## src/rtl/bram_port_arbiter_if.sv

```systemverilog
// Client and BRAM-controller signal bundle for bram_port_arbiter.
// The slave modport is the arbiter's view; the master modport is the surrounding logic's view.
interface bram_port_arbiter_if #(
  parameter int ADDR_W = 13,
  parameter int DATA_W = 32
);
  logic              i_c0_trig;
  logic [ADDR_W-1:0] i_c0_addr;
  logic [DATA_W-1:0] i_c0_data;
  logic              o_c0_done;
  logic              i_c1_trig;
  logic [ADDR_W-1:0] i_c1_addr;
  logic [DATA_W-1:0] o_c1_data;
  logic              o_c1_done;
  logic              o_bram_trig;
  logic              o_bram_we;
  logic [ADDR_W-1:0] o_bram_addr;
  logic [DATA_W-1:0] o_bram_wdata;
  logic [DATA_W-1:0] i_bram_rdata;
  logic              i_bram_done;
  logic              o_timeout_err;

  modport slave (
    input  i_c0_trig, i_c0_addr, i_c0_data, i_c1_trig, i_c1_addr,
    input  i_bram_rdata, i_bram_done,
    output o_c0_done, o_c1_data, o_c1_done,
    output o_bram_trig, o_bram_we, o_bram_addr, o_bram_wdata, o_timeout_err
  );

  modport master (
    output i_c0_trig, i_c0_addr, i_c0_data, i_c1_trig, i_c1_addr,
    output i_bram_rdata, i_bram_done,
    input  o_c0_done, o_c1_data, o_c1_done,
    input  o_bram_trig, o_bram_we, o_bram_addr, o_bram_wdata, o_timeout_err
  );
endinterface

```

## src/rtl/bram_port_arbiter.sv

```systemverilog
// Shares one BRAM controller port between a write client (c0) and a read client (c1):
// round-robin on ties, one transaction outstanding, optional ISSUE timeout with a sticky flag.
module bram_port_arbiter #(
  parameter int ADDR_W  = 13,
  parameter int DATA_W  = 32,
  parameter int TIMEOUT = 255
) (
  input logic                i_clk,
  input logic                i_rstn,
  bram_port_arbiter_if.slave bus
);
  localparam int CNT_W = (TIMEOUT < 2) ? 1 : $clog2(TIMEOUT + 1);

  typedef enum logic [1:0] {IDLE, ISSUE, RELEASE} state_t;
  state_t state, state_nxt;

  logic             last_c1;
  logic             cur_c1;
  logic             gnt_c1;
  logic             gnt_trig;
  logic             start;
  logic             finish;
  logic             tmo_hit;
  logic [CNT_W-1:0] cnt;

  // On a tie, c1 only wins if c0 was served last.
  assign gnt_c1   = bus.i_c1_trig & (~bus.i_c0_trig | ~last_c1);
  assign gnt_trig = cur_c1 ? bus.i_c1_trig : bus.i_c0_trig;
  assign tmo_hit  = (TIMEOUT != 0) && (cnt == CNT_W'(TIMEOUT));

  always_ff @(posedge i_clk) begin
    if (!i_rstn) begin
      state <= IDLE;
    end else begin
      state <= state_nxt;
    end
  end

  always_comb begin
    state_nxt = state;
    start     = 1'b0;
    finish    = 1'b0;
    case (state)
      IDLE: begin
        if (bus.i_c0_trig || bus.i_c1_trig) begin
          start     = 1'b1;
          state_nxt = ISSUE;
        end
      end
      ISSUE: begin
        if (bus.i_bram_done || tmo_hit) begin
          finish    = 1'b1;
          state_nxt = RELEASE;
        end
      end
      RELEASE: begin
        if (!gnt_trig) begin
          state_nxt = IDLE;
        end
      end
      default: state_nxt = IDLE;
    endcase
  end

  always_ff @(posedge i_clk) begin
    if (!i_rstn) begin
      last_c1           <= 1'b1;
      cur_c1            <= 1'b0;
      cnt               <= '0;
      bus.o_bram_trig   <= 1'b0;
      bus.o_bram_we     <= 1'b0;
      bus.o_bram_addr   <= ADDR_W'(0);
      bus.o_bram_wdata  <= DATA_W'(0);
      bus.o_c0_done     <= 1'b0;
      bus.o_c1_done     <= 1'b0;
      bus.o_c1_data     <= '0;
      bus.o_timeout_err <= 1'b0;
    end else begin
      bus.o_c0_done <= 1'b0;
      bus.o_c1_done <= 1'b0;
      if (start) begin
        cur_c1           <= gnt_c1;
        last_c1          <= gnt_c1;
        cnt              <= '0;
        bus.o_bram_trig  <= 1'b1;
        bus.o_bram_we    <= ~gnt_c1;
        bus.o_bram_addr  <= gnt_c1 ? bus.i_c1_addr : bus.i_c0_addr;
        bus.o_bram_wdata <= gnt_c1 ? DATA_W'(0) : bus.i_c0_data;
      end
      // A real completion takes priority over a timeout landing on the same cycle.
      if (finish) begin
        bus.o_bram_trig <= 1'b0;
        if (cur_c1) begin
          bus.o_c1_done <= 1'b1;
          bus.o_c1_data <= bus.i_bram_done ? bus.i_bram_rdata : '0;
        end else begin
          bus.o_c0_done <= 1'b1;
        end
        if (!bus.i_bram_done) begin
          bus.o_timeout_err <= 1'b1;
        end
      end else if (state == ISSUE) begin
        cnt <= cnt + CNT_W'(1);
      end
    end
  end
endmodule

```

## src/flat_wrapper.sv

```systemverilog
// flat-port wrapper written by rule: the top's interface ports become plain ports
module bram_port_arbiter_flat 
#(
  parameter int ADDR_W  = 13,
  parameter int DATA_W  = 32,
  parameter int TIMEOUT = 255
)
  (i_clk, i_rstn, bus_i_c0_trig, bus_i_c0_addr, bus_i_c0_data, bus_i_c1_trig, bus_i_c1_addr, bus_i_bram_rdata, bus_i_bram_done, bus_o_c0_done, bus_o_c1_data, bus_o_c1_done, bus_o_bram_trig, bus_o_bram_we, bus_o_bram_addr, bus_o_bram_wdata, bus_o_timeout_err);
  bram_port_arbiter_if #(.ADDR_W(ADDR_W), .DATA_W(DATA_W)) bus_i ();
  input logic i_clk;
  input logic i_rstn;
  input wire logic [$bits(bus_i.i_c0_trig)-1:0] bus_i_c0_trig;
  input wire logic [$bits(bus_i.i_c0_addr)-1:0] bus_i_c0_addr;
  input wire logic [$bits(bus_i.i_c0_data)-1:0] bus_i_c0_data;
  input wire logic [$bits(bus_i.i_c1_trig)-1:0] bus_i_c1_trig;
  input wire logic [$bits(bus_i.i_c1_addr)-1:0] bus_i_c1_addr;
  input wire logic [$bits(bus_i.i_bram_rdata)-1:0] bus_i_bram_rdata;
  input wire logic [$bits(bus_i.i_bram_done)-1:0] bus_i_bram_done;
  output wire logic [$bits(bus_i.o_c0_done)-1:0] bus_o_c0_done;
  output wire logic [$bits(bus_i.o_c1_data)-1:0] bus_o_c1_data;
  output wire logic [$bits(bus_i.o_c1_done)-1:0] bus_o_c1_done;
  output wire logic [$bits(bus_i.o_bram_trig)-1:0] bus_o_bram_trig;
  output wire logic [$bits(bus_i.o_bram_we)-1:0] bus_o_bram_we;
  output wire logic [$bits(bus_i.o_bram_addr)-1:0] bus_o_bram_addr;
  output wire logic [$bits(bus_i.o_bram_wdata)-1:0] bus_o_bram_wdata;
  output wire logic [$bits(bus_i.o_timeout_err)-1:0] bus_o_timeout_err;
  assign bus_i.i_c0_trig = bus_i_c0_trig;
  assign bus_i.i_c0_addr = bus_i_c0_addr;
  assign bus_i.i_c0_data = bus_i_c0_data;
  assign bus_i.i_c1_trig = bus_i_c1_trig;
  assign bus_i.i_c1_addr = bus_i_c1_addr;
  assign bus_i.i_bram_rdata = bus_i_bram_rdata;
  assign bus_i.i_bram_done = bus_i_bram_done;
  assign bus_o_c0_done = bus_i.o_c0_done;
  assign bus_o_c1_data = bus_i.o_c1_data;
  assign bus_o_c1_done = bus_i.o_c1_done;
  assign bus_o_bram_trig = bus_i.o_bram_trig;
  assign bus_o_bram_we = bus_i.o_bram_we;
  assign bus_o_bram_addr = bus_i.o_bram_addr;
  assign bus_o_bram_wdata = bus_i.o_bram_wdata;
  assign bus_o_timeout_err = bus_i.o_timeout_err;
  bram_port_arbiter #(.ADDR_W(ADDR_W), .DATA_W(DATA_W), .TIMEOUT(TIMEOUT)) u_core (.i_clk(i_clk), .i_rstn(i_rstn), .bus(bus_i));
endmodule
```

## config.mk

```make
export PLATFORM = sky130hd
export DESIGN_NAME = bram_port_arbiter_flat
export DESIGN_NICKNAME = d
export VERILOG_FILES = /design/src/rtl/bram_port_arbiter_if.sv /design/src/rtl/bram_port_arbiter.sv /design/src/flat_wrapper.sv
export SDC_FILE = /design/constraint.sdc
export NUM_CORES = 1
export LEC_CHECK = 0
export CAP_MARGIN = 25
export CORE_ASPECT_RATIO = 0.8
export CORE_MARGIN = 2
export CORE_UTILIZATION = 35
export DETAILED_ROUTE_END_ITERATION = 8
export PLACE_DENSITY = 0.76
export SETUP_SLACK_MARGIN = 0.15
export SYNTH_ARGS = -nofsm -noshare
export SYNTH_HDL_FRONTEND = slang
export SYNTH_SLANG_ARGS = --single-unit
```

## constraint.sdc

```tcl
create_clock -name i_clk -period 1.7 [get_ports i_clk]
set_input_delay 0.34 -clock i_clk [delete_from_list [all_inputs] [get_ports i_clk]]
set_output_delay 0.34 -clock i_clk [all_outputs]
set_load 0.02 [all_outputs]
```

==> results.txt <==
Outcome: complete, no violations
Final hold violation count: 0
Critical Path, Cell by Cell: and4_4 -> a21oi_4 -> o21a_4 -> clkbuf_16 -> a22o_1
Endpoint arrival time on the critical path: 1.77 ns
Ys flop type: dfxtp_1
Area growth syn-to-layout: 73.9%
Core area: 9110 um^2
Final nets: 601
Post-synthesis net count: 409
Data required time at the worst endpoint: 1.93 ns
Post-route cell area: 5730 um^2
TritonCTS buffer count: 9
TritonCTS clock tree: done
Fraction of synthesized cell area taken by the top area cell type: 57.2%
Hold-fix buffers, CTS: 0
First-pass GRT wire length: 15800 um
Worst Setup Path Type: register to register
Proportion of layout cells with a drive suffix above 1: 12.5%
Diode count: 0
Drt total wl: 10300 um
Final Power: 0.00567 W
Total number of vias: 3239
Slack of the critical path: 0.164 ns
Maximum number of pins on one net before global-route repair: 45
Number of flops mapped to enable cells by yosys: 0
Synth Instances: 313
Final total negative setup slack: 0 ns
H-tree depth: 3
Largest fanout of any net on the critical path: 8
Clock insertion delay at the later pin of the skew report: 0.34 ns
Avg Cell Area, Syn: 10.5 um^2
Share of the yosys chip area belonging to registers: 57.2%
Total congestion overflow after global routing: 0
Drt pass-1 iters: 6
Number of setup violations in the final report: 0
Register-to-register setup slack: 0.16 ns
Unrepaired setup endpoints after global routing: yes
Endpoint class of the critical path: register
Final critical path time including I/O delays and setup: 1.54 ns
Final weighted congestion in routability-driven placement: 0.837
Post-route clock skew: 0.00727 ns
Flip-flop and latch count after synthesis: 94
Row count: 31
Vert. Die Dim: 90.7 um
Initial antenna violation count: 0
Worst setup timing slack at the placement stage: -0.163 ns
Clock transition at the registers of the reported paths: 0.07 ns
FF-to-FF path depth: 5
Cell type of the slowest stage on the worst timing path: dfxtp_1
Transition time of the tightest slew-check pin: 0.309 ns
Post-detailed-placement cell area: 5330 um^2
X dimension of the die: 112 um
Startpoint type of the worst setup path: register
Cell type with the largest total area after synthesis: dfxtp_1
Fin util: 62.8%
Leak: 2.59 nW
Floorplan die area: 10200 um^2
Final period util: 90.4%
Hold path endpoint: u_core.bus.o_timeout_err
Detail-routed net length per standard cell: 16.5 um
Maximum single-stage delay on the critical path: 0.42 ns
Headroom to the max-slew limit: 79.1%
Number of antenna-violating nets in the routed design: 0
Detailed router's first-iteration violation count: 183
Async set-reset flop share out of synthesis: 0%
HPWL after DPL: 7250 um
Critical hold path startpoint: bus_i_bram_done
Warnings, synthesis: 0
IO Port Bufs: 176
Worst reg2reg startpoint: u_core.cnt[4]
DRC violation count after routing: 0
TritonCTS Sinks: 94
Effective utilization at floorplan: 36.1%
Type of the tightest min-delay check: input pin to register
R2R Path End: u_core.bus.o_c1_data[20]
Hold Path Cell Cnt: 3
Max Slew Vio Count: 0
Vias per cell: 5.18
All-Layer GR Usage: 19.2%
Post-Synthesis Cell Area: 3290 um^2
Max Clk Rate: 0.651 GHz
Largest cells by area after synthesis: dfxtp_1 57%, a22o_1 8.5%, a22oi_1 7.3%
Power density over the cells: 990 nW/um^2
Peak ir drop on the vdd network: 0.773 mV
Boundary Pins: 177
Top cells by count, synth: 94 x dfxtp_1, 49 x nor2_1, 32 x a22o_1, 32 x a22oi_1, 13 x a222oi_1
Most frequent cell after synthesis: dfxtp_1
Count of max-cap constraint violations: 0
Count of cell types in the netlist: 39
Deepest clock path buffer count: 2
Clock root buffer: clkbuf_16
Vias in the first global route: 3205
-- where the power goes --
part | switching (W) | total [W] | internal [W]
registers | 0.0000568 | 0.00237 | 0.00231
logic | 0.000456 | 0.000952 | 0.000496
clock network | 0.000865 | 0.00235 | 0.00149
total | 0.00138 | 0.00567 | 0.00429
-- stage by stage --
step	hold WS, ns	std cells
6_report	0.437	625
5_1_grt	0.441	625
4_1_cts	0.474	617
3_5_place_dp	0.462	601
3_3_place_gp	0.442	601
2_1_floorplan	0.402	313
-- layout make-up --
| cell class | instances | area, um^2 |
|---|---|---|
| Fill cell | 740 | 3390 |
| Timing Repair Buffer | 207 | 2020 |
| Sequential cell | 94 | 1890 |
| Multi-Input combinational cell | 190 | 1310 |
| Clock buffer | 10 | 239 |
| Tap cell | 115 | 144 |
| Clock inverter | 6 | 115 |
| Inverter | 3 | 11.3 |
-- placed cells by master, fill, tap and decap left out, types with 5 or more instances in the layout --
cell and instances:
a22o_1 32, dfxtp_1 91, a21oi_1 10, buf_4 21, nand3_1 5, dlygate4sd2_1 82, a222oi_1 13, clkdlybuf4s50_1 92
a22oi_1 32, clkbuf_16 11, buf_12 6, nand2_1 9, nor2_1 48
-- timing repair --
| item | in CTS | in global routing |
|---|---|---|
| buffers inserted | 0 | 5 |
| gates resized for setup | 87 | 8 |
| gates cloned | 0 | 3 |
| endpoints found under the setup margin | 116 | 55 |
| pin swaps | 1 | 35 |
-- layer usage --
metal / GRT usage (%) / vias to the layer above / routed length, um
li1: - / 1557 / -
met1: 22.1 / 1563 / 4150
met2: 33.3 / 100 / 5320
met3: 6.64 / 19 / 651
met4: 6.71 / 0 / 192
met5: 0 / - / 0
-- worst max path at each step --
stage / from / to / depth (start not counted)
6_report: u_core.cnt[4] / u_core.bus.o_c1_data[20] / 5
5_1_grt: u_core.cnt[4] / u_core.cnt[3] / 5
4_1_cts: u_core.cnt[0] / u_core.bus.o_c1_data[29] / 6
3_5_place_dp: bus_i_bram_done / u_core.cnt[5] / 5
3_3_place_gp: bus_i_bram_done / u_core.cnt[5] / 5
2_1_floorplan: u_core.cnt[0] / u_core.bus.o_c1_data[10] / 6
-- worst max-delay path: cells and delay by family (launching register included) --
kind            cells  cell delay, ns
simple gates        1            0.30
compound gates      3            0.54
buf+inv             1            0.17
flops               1            0.42
-- state kept, by name (all words and copies together), names as in the netlist --
name	cells
u_core.bus.o_bram_wdata	32
u_core.bus.o_c1_data	32
u_core.bus.o_bram_addr	13
u_core.cnt	8
u_core.state	2
u_core.bus.o_bram_trig	1
u_core.bus.o_bram_we	1
u_core.bus.o_c0_done	1
u_core.bus.o_c1_done	1
u_core.bus.o_timeout_err	1
u_core.cur_c1	1
u_core.last_c1	1
-- kinds of logic after synthesis --
kind of cell | count (synthesis) | share of synthesized area (%)
fa+ha+maj | 1 | 0.380
flops | 94 | 57.2
compound gates | 103 | 25.0
xor+xnor | 1 | 0.266
simple gates | 84 | 12.1
buf+inv | 29 | 4.67
mux | 1 | 0.342
(Power assumes the default switching activity.)
